**config.mk**
```make
export PLATFORM = sky130hd
export DESIGN_NAME = video_stream_region_modifier_flat
export DESIGN_NICKNAME = d
export VERILOG_FILES = /design/src/rtl/video_stream_region_modifier_if.sv /design/src/rtl/video_stream_region_modifier.sv /design/src/flat_wrapper.sv
export SDC_FILE = /design/constraint.sdc
export NUM_CORES = 1
export LEC_CHECK = 0
export ABC_AREA = 1
export CORE_MARGIN = 2
export CORE_UTILIZATION = 25
export DETAILED_ROUTE_END_ITERATION = 8
export HOLD_SLACK_MARGIN = 0.08
export REMOVE_ABC_BUFFERS = 1
export SLEW_MARGIN = 30
export SYNTH_ARGS = -nofsm -noshare
export SYNTH_HDL_FRONTEND = slang
export SYNTH_SLANG_ARGS = --single-unit
```
**constraint.sdc**
```tcl
create_clock -name aclk -period 20.8 [get_ports aclk]
set_input_delay 5.2 -clock aclk [delete_from_list [all_inputs] [get_ports aclk]]
set_output_delay 5.2 -clock aclk [all_outputs]
set_load 0.02 [all_outputs]
```
**src/rtl/video_stream_region_modifier_if.sv**
```systemverilog
// AXI4-Stream video bundle shared by the region modifier and its neighbours.
// TUSER marks start-of-frame and TLAST marks end-of-line.
interface video_stream_region_modifier_if #(
  parameter int DATA_W = 24
);
  logic                  TVALID;
  logic                  TREADY;
  logic [DATA_W-1:0]     TDATA;
  logic [DATA_W/8-1:0]   TKEEP;
  logic [DATA_W/8-1:0]   TSTRB;
  logic                  TUSER;
  logic                  TLAST;
  logic                  TID;
  logic                  TDEST;

  modport master (
    output TVALID, TDATA, TKEEP, TSTRB, TUSER, TLAST, TID, TDEST,
    input  TREADY
  );

  modport slave (
    input  TVALID, TDATA, TKEEP, TSTRB, TUSER, TLAST, TID, TDEST,
    output TREADY
  );
endinterface

```
**src/rtl/video_stream_region_modifier.sv**
```systemverilog
// Per-pixel pass/XOR/fill/invert inside a programmable rectangle on an AXI4-Stream
// video path; control is latched at start-of-frame, output is a single register stage.
module video_stream_region_modifier #(
  parameter int DATA_W  = 24,
  parameter int COORD_W = 12
) (
  input  logic                           aclk,
  input  logic                           areset,
  input  logic [1:0]                     ctl_mode,
  input  logic [DATA_W-1:0]              ctl_value,
  input  logic [COORD_W-1:0]             ctl_x0,
  input  logic [COORD_W-1:0]             ctl_x1,
  input  logic [COORD_W-1:0]             ctl_y0,
  input  logic [COORD_W-1:0]             ctl_y1,
  video_stream_region_modifier_if.slave  s_axis_video,
  video_stream_region_modifier_if.master m_axis_video,
  output logic [15:0]                    frame_count
);

  localparam int KEEP_W = DATA_W / 8;
  localparam int CTL_W  = 2 + DATA_W + 4 * COORD_W;

  localparam logic [1:0] MODE_PASS = 2'd0;
  localparam logic [1:0] MODE_XOR  = 2'd1;
  localparam logic [1:0] MODE_FILL = 2'd2;
  localparam logic [1:0] MODE_INV  = 2'd3;

  localparam logic [COORD_W-1:0] COORD_ZERO = {COORD_W{1'b0}};
  localparam logic [COORD_W-1:0] COORD_ONE  = {{(COORD_W-1){1'b0}}, 1'b1};
  localparam logic [COORD_W-1:0] COORD_MAX  = {COORD_W{1'b1}};

  typedef struct packed {
    logic [1:0]         mode;
    logic [DATA_W-1:0]  value;
    logic [COORD_W-1:0] x0;
    logic [COORD_W-1:0] x1;
    logic [COORD_W-1:0] y0;
    logic [COORD_W-1:0] y1;
  } ctl_t;

  localparam ctl_t CTL_ZERO = {CTL_W{1'b0}};

  function automatic logic [COORD_W-1:0] sat_inc(input logic [COORD_W-1:0] v);
    logic [COORD_W-1:0] r;
    if (v == COORD_MAX) begin
      r = COORD_MAX;
    end else begin
      r = v + COORD_ONE;
    end
    return r;
  endfunction

  function automatic logic [DATA_W-1:0] apply_op(
    input logic [1:0]        mode,
    input logic [DATA_W-1:0] value,
    input logic [DATA_W-1:0] pix,
    input logic              hit
  );
    logic [DATA_W-1:0] r;
    r = pix;
    if (hit) begin
      case (mode)
        MODE_PASS: r = pix;
        MODE_XOR:  r = pix ^ value;
        MODE_FILL: r = value;
        MODE_INV:  r = ~pix;
        default:   r = pix;
      endcase
    end else begin
      r = pix;
    end
    return r;
  endfunction

  ctl_t                ctl_in_s;
  ctl_t                sync0_r;
  ctl_t                shadow_r;
  ctl_t                active_r;
  ctl_t                eff_s;
  logic [COORD_W-1:0]  x_r, y_r;
  logic [COORD_W-1:0]  cur_x_s, cur_y_s, x_nxt_s, y_nxt_s;
  logic                s_tready_s;
  logic                accept_s;
  logic                hit_s;
  logic [DATA_W-1:0]   pix_s;
  logic [15:0]         frame_count_r;

  logic                m_valid_r;
  logic [DATA_W-1:0]   m_data_r;
  logic [KEEP_W-1:0]   m_keep_r;
  logic [KEEP_W-1:0]   m_strb_r;
  logic                m_user_r;
  logic                m_last_r;
  logic                m_id_r;
  logic                m_dest_r;

  // Handshake, effective control set, coordinates and pixel result for the input beat
  always_comb begin
    ctl_in_s   = '{mode: ctl_mode, value: ctl_value,
                   x0: ctl_x0, x1: ctl_x1, y0: ctl_y0, y1: ctl_y1};
    s_tready_s = !areset && (!m_valid_r || m_axis_video.TREADY);
    accept_s   = s_axis_video.TVALID && s_tready_s;
    // An SOF beat uses the freshly loaded set and is pinned to (0,0)
    if (s_axis_video.TUSER) begin
      eff_s   = shadow_r;
      cur_x_s = COORD_ZERO;
      cur_y_s = COORD_ZERO;
    end else begin
      eff_s   = active_r;
      cur_x_s = x_r;
      cur_y_s = y_r;
    end
    hit_s = (cur_x_s >= eff_s.x0) && (cur_x_s <= eff_s.x1) &&
            (cur_y_s >= eff_s.y0) && (cur_y_s <= eff_s.y1);
    pix_s = apply_op(eff_s.mode, eff_s.value, s_axis_video.TDATA, hit_s);
    if (s_axis_video.TLAST) begin
      x_nxt_s = COORD_ZERO;
      y_nxt_s = sat_inc(cur_y_s);
    end else begin
      x_nxt_s = sat_inc(cur_x_s);
      y_nxt_s = cur_y_s;
    end
  end

  // Two-stage capture of the quasi-static control word
  always_ff @(posedge aclk or posedge areset) begin
    if (areset) begin
      sync0_r  <= CTL_ZERO;
      shadow_r <= CTL_ZERO;
    end else begin
      sync0_r  <= ctl_in_s;
      shadow_r <= sync0_r;
    end
  end

  // Frame state: active set, coordinates and SOF counter
  always_ff @(posedge aclk or posedge areset) begin
    if (areset) begin
      active_r      <= CTL_ZERO;
      x_r           <= COORD_ZERO;
      y_r           <= COORD_ZERO;
      frame_count_r <= 16'd0;
    end else if (accept_s) begin
      x_r <= x_nxt_s;
      y_r <= y_nxt_s;
      if (s_axis_video.TUSER) begin
        active_r      <= shadow_r;
        frame_count_r <= frame_count_r + 16'd1;
      end
    end
  end

  // Output register: reload on accept, drop valid once drained
  always_ff @(posedge aclk or posedge areset) begin
    if (areset) begin
      m_valid_r <= 1'b0;
      m_data_r  <= {DATA_W{1'b0}};
      m_keep_r  <= {KEEP_W{1'b0}};
      m_strb_r  <= {KEEP_W{1'b0}};
      m_user_r  <= 1'b0;
      m_last_r  <= 1'b0;
      m_id_r    <= 1'b0;
      m_dest_r  <= 1'b0;
    end else if (accept_s) begin
      m_valid_r <= 1'b1;
      m_data_r  <= pix_s;
      m_keep_r  <= s_axis_video.TKEEP;
      m_strb_r  <= s_axis_video.TSTRB;
      m_user_r  <= s_axis_video.TUSER;
      m_last_r  <= s_axis_video.TLAST;
      m_id_r    <= s_axis_video.TID;
      m_dest_r  <= s_axis_video.TDEST;
    end else if (m_axis_video.TREADY) begin
      m_valid_r <= 1'b0;
    end
  end

  assign s_axis_video.TREADY = s_tready_s;
  assign m_axis_video.TVALID = m_valid_r;
  assign m_axis_video.TDATA  = m_data_r;
  assign m_axis_video.TKEEP  = m_keep_r;
  assign m_axis_video.TSTRB  = m_strb_r;
  assign m_axis_video.TUSER  = m_user_r;
  assign m_axis_video.TLAST  = m_last_r;
  assign m_axis_video.TID    = m_id_r;
  assign m_axis_video.TDEST  = m_dest_r;
  assign frame_count         = frame_count_r;

endmodule

```
**src/flat_wrapper.sv**
```systemverilog
// flat-port wrapper written by rule: the top's interface ports become plain ports
module video_stream_region_modifier_flat 
#(
  parameter int DATA_W  = 24,
  parameter int COORD_W = 12
)
  (aclk, areset, ctl_mode, ctl_value, ctl_x0, ctl_x1, ctl_y0, ctl_y1, frame_count, s_axis_video_TVALID, s_axis_video_TDATA, s_axis_video_TKEEP, s_axis_video_TSTRB, s_axis_video_TUSER, s_axis_video_TLAST, s_axis_video_TID, s_axis_video_TDEST, s_axis_video_TREADY, m_axis_video_TVALID, m_axis_video_TDATA, m_axis_video_TKEEP, m_axis_video_TSTRB, m_axis_video_TUSER, m_axis_video_TLAST, m_axis_video_TID, m_axis_video_TDEST, m_axis_video_TREADY);
  video_stream_region_modifier_if #(.DATA_W(DATA_W)) s_axis_video_i ();
  video_stream_region_modifier_if #(.DATA_W(DATA_W)) m_axis_video_i ();
  input  logic aclk;
  input  logic areset;
  input  logic [1:0] ctl_mode;
  input  logic [DATA_W-1:0] ctl_value;
  input  logic [COORD_W-1:0] ctl_x0;
  input  logic [COORD_W-1:0] ctl_x1;
  input  logic [COORD_W-1:0] ctl_y0;
  input  logic [COORD_W-1:0] ctl_y1;
  output logic [15:0] frame_count;
  input wire logic [$bits(s_axis_video_i.TVALID)-1:0] s_axis_video_TVALID;
  input wire logic [$bits(s_axis_video_i.TDATA)-1:0] s_axis_video_TDATA;
  input wire logic [$bits(s_axis_video_i.TKEEP)-1:0] s_axis_video_TKEEP;
  input wire logic [$bits(s_axis_video_i.TSTRB)-1:0] s_axis_video_TSTRB;
  input wire logic [$bits(s_axis_video_i.TUSER)-1:0] s_axis_video_TUSER;
  input wire logic [$bits(s_axis_video_i.TLAST)-1:0] s_axis_video_TLAST;
  input wire logic [$bits(s_axis_video_i.TID)-1:0] s_axis_video_TID;
  input wire logic [$bits(s_axis_video_i.TDEST)-1:0] s_axis_video_TDEST;
  output wire logic [$bits(s_axis_video_i.TREADY)-1:0] s_axis_video_TREADY;
  output wire logic [$bits(m_axis_video_i.TVALID)-1:0] m_axis_video_TVALID;
  output wire logic [$bits(m_axis_video_i.TDATA)-1:0] m_axis_video_TDATA;
  output wire logic [$bits(m_axis_video_i.TKEEP)-1:0] m_axis_video_TKEEP;
  output wire logic [$bits(m_axis_video_i.TSTRB)-1:0] m_axis_video_TSTRB;
  output wire logic [$bits(m_axis_video_i.TUSER)-1:0] m_axis_video_TUSER;
  output wire logic [$bits(m_axis_video_i.TLAST)-1:0] m_axis_video_TLAST;
  output wire logic [$bits(m_axis_video_i.TID)-1:0] m_axis_video_TID;
  output wire logic [$bits(m_axis_video_i.TDEST)-1:0] m_axis_video_TDEST;
  input wire logic [$bits(m_axis_video_i.TREADY)-1:0] m_axis_video_TREADY;
  assign s_axis_video_i.TVALID = s_axis_video_TVALID;
  assign s_axis_video_i.TDATA = s_axis_video_TDATA;
  assign s_axis_video_i.TKEEP = s_axis_video_TKEEP;
  assign s_axis_video_i.TSTRB = s_axis_video_TSTRB;
  assign s_axis_video_i.TUSER = s_axis_video_TUSER;
  assign s_axis_video_i.TLAST = s_axis_video_TLAST;
  assign s_axis_video_i.TID = s_axis_video_TID;
  assign s_axis_video_i.TDEST = s_axis_video_TDEST;
  assign s_axis_video_TREADY = s_axis_video_i.TREADY;
  assign m_axis_video_TVALID = m_axis_video_i.TVALID;
  assign m_axis_video_TDATA = m_axis_video_i.TDATA;
  assign m_axis_video_TKEEP = m_axis_video_i.TKEEP;
  assign m_axis_video_TSTRB = m_axis_video_i.TSTRB;
  assign m_axis_video_TUSER = m_axis_video_i.TUSER;
  assign m_axis_video_TLAST = m_axis_video_i.TLAST;
  assign m_axis_video_TID = m_axis_video_i.TID;
  assign m_axis_video_TDEST = m_axis_video_i.TDEST;
  assign m_axis_video_i.TREADY = m_axis_video_TREADY;
  video_stream_region_modifier #(.DATA_W(DATA_W), .COORD_W(COORD_W)) u_core (.aclk(aclk), .areset(areset), .ctl_mode(ctl_mode), .ctl_value(ctl_value), .ctl_x0(ctl_x0), .ctl_x1(ctl_x1), .ctl_y0(ctl_y0), .ctl_y1(ctl_y1), .s_axis_video(s_axis_video_i), .m_axis_video(m_axis_video_i), .frame_count(frame_count));
endmodule
```
==> out/metrics.cfg <==
[final_layout]
multi_input_area_um2=4820
final_util_pct=32.0
fin_cells=2145
syn_to_final_growth_pct=26.6
mostFrequentLayoutCells=331 x nand2_1, 297 x dfrtp_1, 162 x clkdlybuf4s50_1, 94 x o21ai_0, 89 x inv_1
fillers=5261
layout_commonest_cell=nand2_1
seqCellArea_um2=7430
layout-drive-gt1-share_pct=7.92
fin_nets=1598

[floorplan]
start_util_pct=25.3
core_area_um2=51300
rows=83
ios=164
fp.dieArea_um2=53700
die_w_um=232
fp.dieH_um=232

[clocking]
cts_tree=done
insertion_delay_ps=540
cts_resized=0
clock-sinks=297
cts_setup_buffers=0
clock-root-buffer=clkbuf_16
cts_hold_buf=0
htree_levels=2
cts_buffers=38
clk_pin_slew_ps=60
clockBufferDepth=3

[synth]
avgSynthCellArea_um2=10.1
synthCells=1284
netlist_area_um2=13000
synth_warnings=0
yosysSeqAreaShare_pct=57.4
async_flop_share_pct=100
synth_edf_count=0
ys_types=50
ys.flop_type=dfrtp_1
ys_seq_elements=297

[route]
drt-pass1-iter-count=5
wl_per_cell_um=14.8
routed_via_density=4.34
final_antenna_net_count=0
vias=9311
drc_errors=0
drt-total-wl_mm=31.7
drtIter0Drc=630

[placed_design]
detailedPlace.worstSlack_ps=8980
numPortBuffers=163
placed_cells=2077
hpwl_mm=21.0
routabilityCongestion=0.816

[timing]
rsz0062_at_grt=no
timing.final.hold_violations=0
period_needed_ps=11830
finalSetupViolCount=0
fin_ws_ps=8970
setup-tns-final_ps=0
finalCritPeriodShare_pct=56.9
finClkSkew_ps=11.1
slew_headroom_pct=30.3
tightest_slew_ps=1040
maxSlewViolCount=0
clock.fmax_mhz=84.5

[critical_path]
cp_common_cell=clkdlybuf4s50_1
start_kind=primary input
cpMaxStageDelayCell=clkdlybuf4s50_1
worstPathMaxFanout=2
critPathArrivalTime_ps=6630
endpoint_kind=output port
critical_path_class=in2out
cp_cell_sequence=clkdlybuf4s50_1, nor2_1, clkdlybuf4s50_1
critPathRequiredTime_ps=15600
max_stage_delay_ps=650

[grt]
grt_pass1_vias=9513
antenna_found_initial=4
gr-usage-all-layers_pct=12.2
grt_max_degree=140
grt_pass1_wl_mm=51.5
grt-ovfl-total=0

[pwr]
leakagePower_nw=7.71
p_per_area_nw_per_um2=97.0
vdd_ir_drop_max_uv=65.3

[outcome]
status=finished clean

[min_path]
holdCritPathClass=reg2reg

[flow_run]
drv_cap=0

[critical path, delay by kind of cell]
| family | cells | cell delay [ps] |
|---|---|---|
| buffers and inverters | 2 | 1180 |
| and+or+nand+nor | 1 | 260 |
[sequential cells by signal, summed over array words and instances, names as in the netlist, 3 cells and up]
signal	count
u_core.active_r	74
u_core.shadow_r	74
u_core.sync0_r	74
u_core.m_axis_video.TDATA	24
u_core.frame_count	16
u_core.x_r	12
u_core.y_r	12
u_core.m_axis_video.TKEEP	3
u_core.m_axis_video.TSTRB	3
[metal layers]
layer / global-route usage, % / part of all wire (%) / up-vias
met2: 19.8 / 47 / 231
met3: 2.67 / 5.5 / 67
met1: 15.8 / 44 / 4483
met4: 4.69 / 2.8 / 6
li1: - / - / 4524
met5: 0 / 0.11 / -
[stage by stage]
step	total power, mW	cell area, um2	hold slack (ps)
2_1_floorplan	0.847	12600	331
6_report	1.59	16400	340
4_1_cts	1.62	16400	343
3_3_place_gp	0.952	15200	332
5_1_grt	1.69	16400	351
3_5_place_dp	0.964	15200	335
[report_power, final]
group | switching [mW] | leakage (nW) | internal [mW] | total [mW]
logic | 0.160 | 3.51 | 0.112 | 0.272
registers | 0.0350 | 3.60 | 0.643 | 0.678
clock network | 0.256 | 0.598 | 0.385 | 0.641
total | 0.451 | 7.71 | 1.14 | 1.59
[logic make-up after synthesis]
family / synth area share, %
buf+inv: 5.50
xor+xnor: 3.18
compound gates: 8.30
fa+ha+maj: 4.73
simple gates: 17.6
flops: 57.4
mux: 3.32
[worst paths after layout]
check | from | to | slack, ps | cells after the start
worst max-delay path | areset | s_axis_video_TREADY | 8970 | 3
worst min-delay path | u_core.sync0_r[11]$_DFF_PP0_ | u_core.shadow_r[11]$_DFF_PP0_ | 340 | 0
worst max register to register | u_core.x_r[3]$_DFFE_PP0P_ | u_core.m_axis_video.TDATA[14]$_DFFE_PP0P_ | 17530 | 12
worst min register to register | u_core.sync0_r[11]$_DFF_PP0_ | u_core.shadow_r[11]$_DFF_PP0_ | 340 | 0
max in group asynchronous | areset | u_core.sync0_r[67]$_DFF_PP0_ | 13670 | 4
min in group asynchronous | areset | u_core.m_axis_video.TVALID$_DFFE_PP0P_ | 5160 | 2
[synth_stat cells, drive strengths merged, types with 3 or more instances]
master	number	area share, %
nand2	340	10
dfrtp	297	57
o21ai	124	4.8
inv	99	2.9
nor2	59	2.4
ha	49	4.7
nand3	49	2.1
buf	45	2.2
mux2i	43	3.3
nand4	39	1.9
xor2	39	2.6
a21boi	23	1.3
a21oi	17	0.66
clkbuf	12	0.35
xnor2	8	0.54
nor3	6	0.52
a22oi	5	0.29
nor4	4	0.29
o21a	4	0.23
o21bai	4	0.23
a21o	3	0.17
and2	3	0.14
[area by class of cell]
cell class | instances | share of cell area, %
Antenna cell | 1 | 0.0153
Clock buffer | 49 | 6.42
Clock inverter | 18 | 1.04
Inverter | 99 | 2.37
Multi-Input combinational cell | 831 | 29.4
Sequential cell | 297 | 45.3
Tap cell | 680 | 5.19
Timing Repair Buffer | 170 | 10.3
Power figures use the tool's default switching activity.
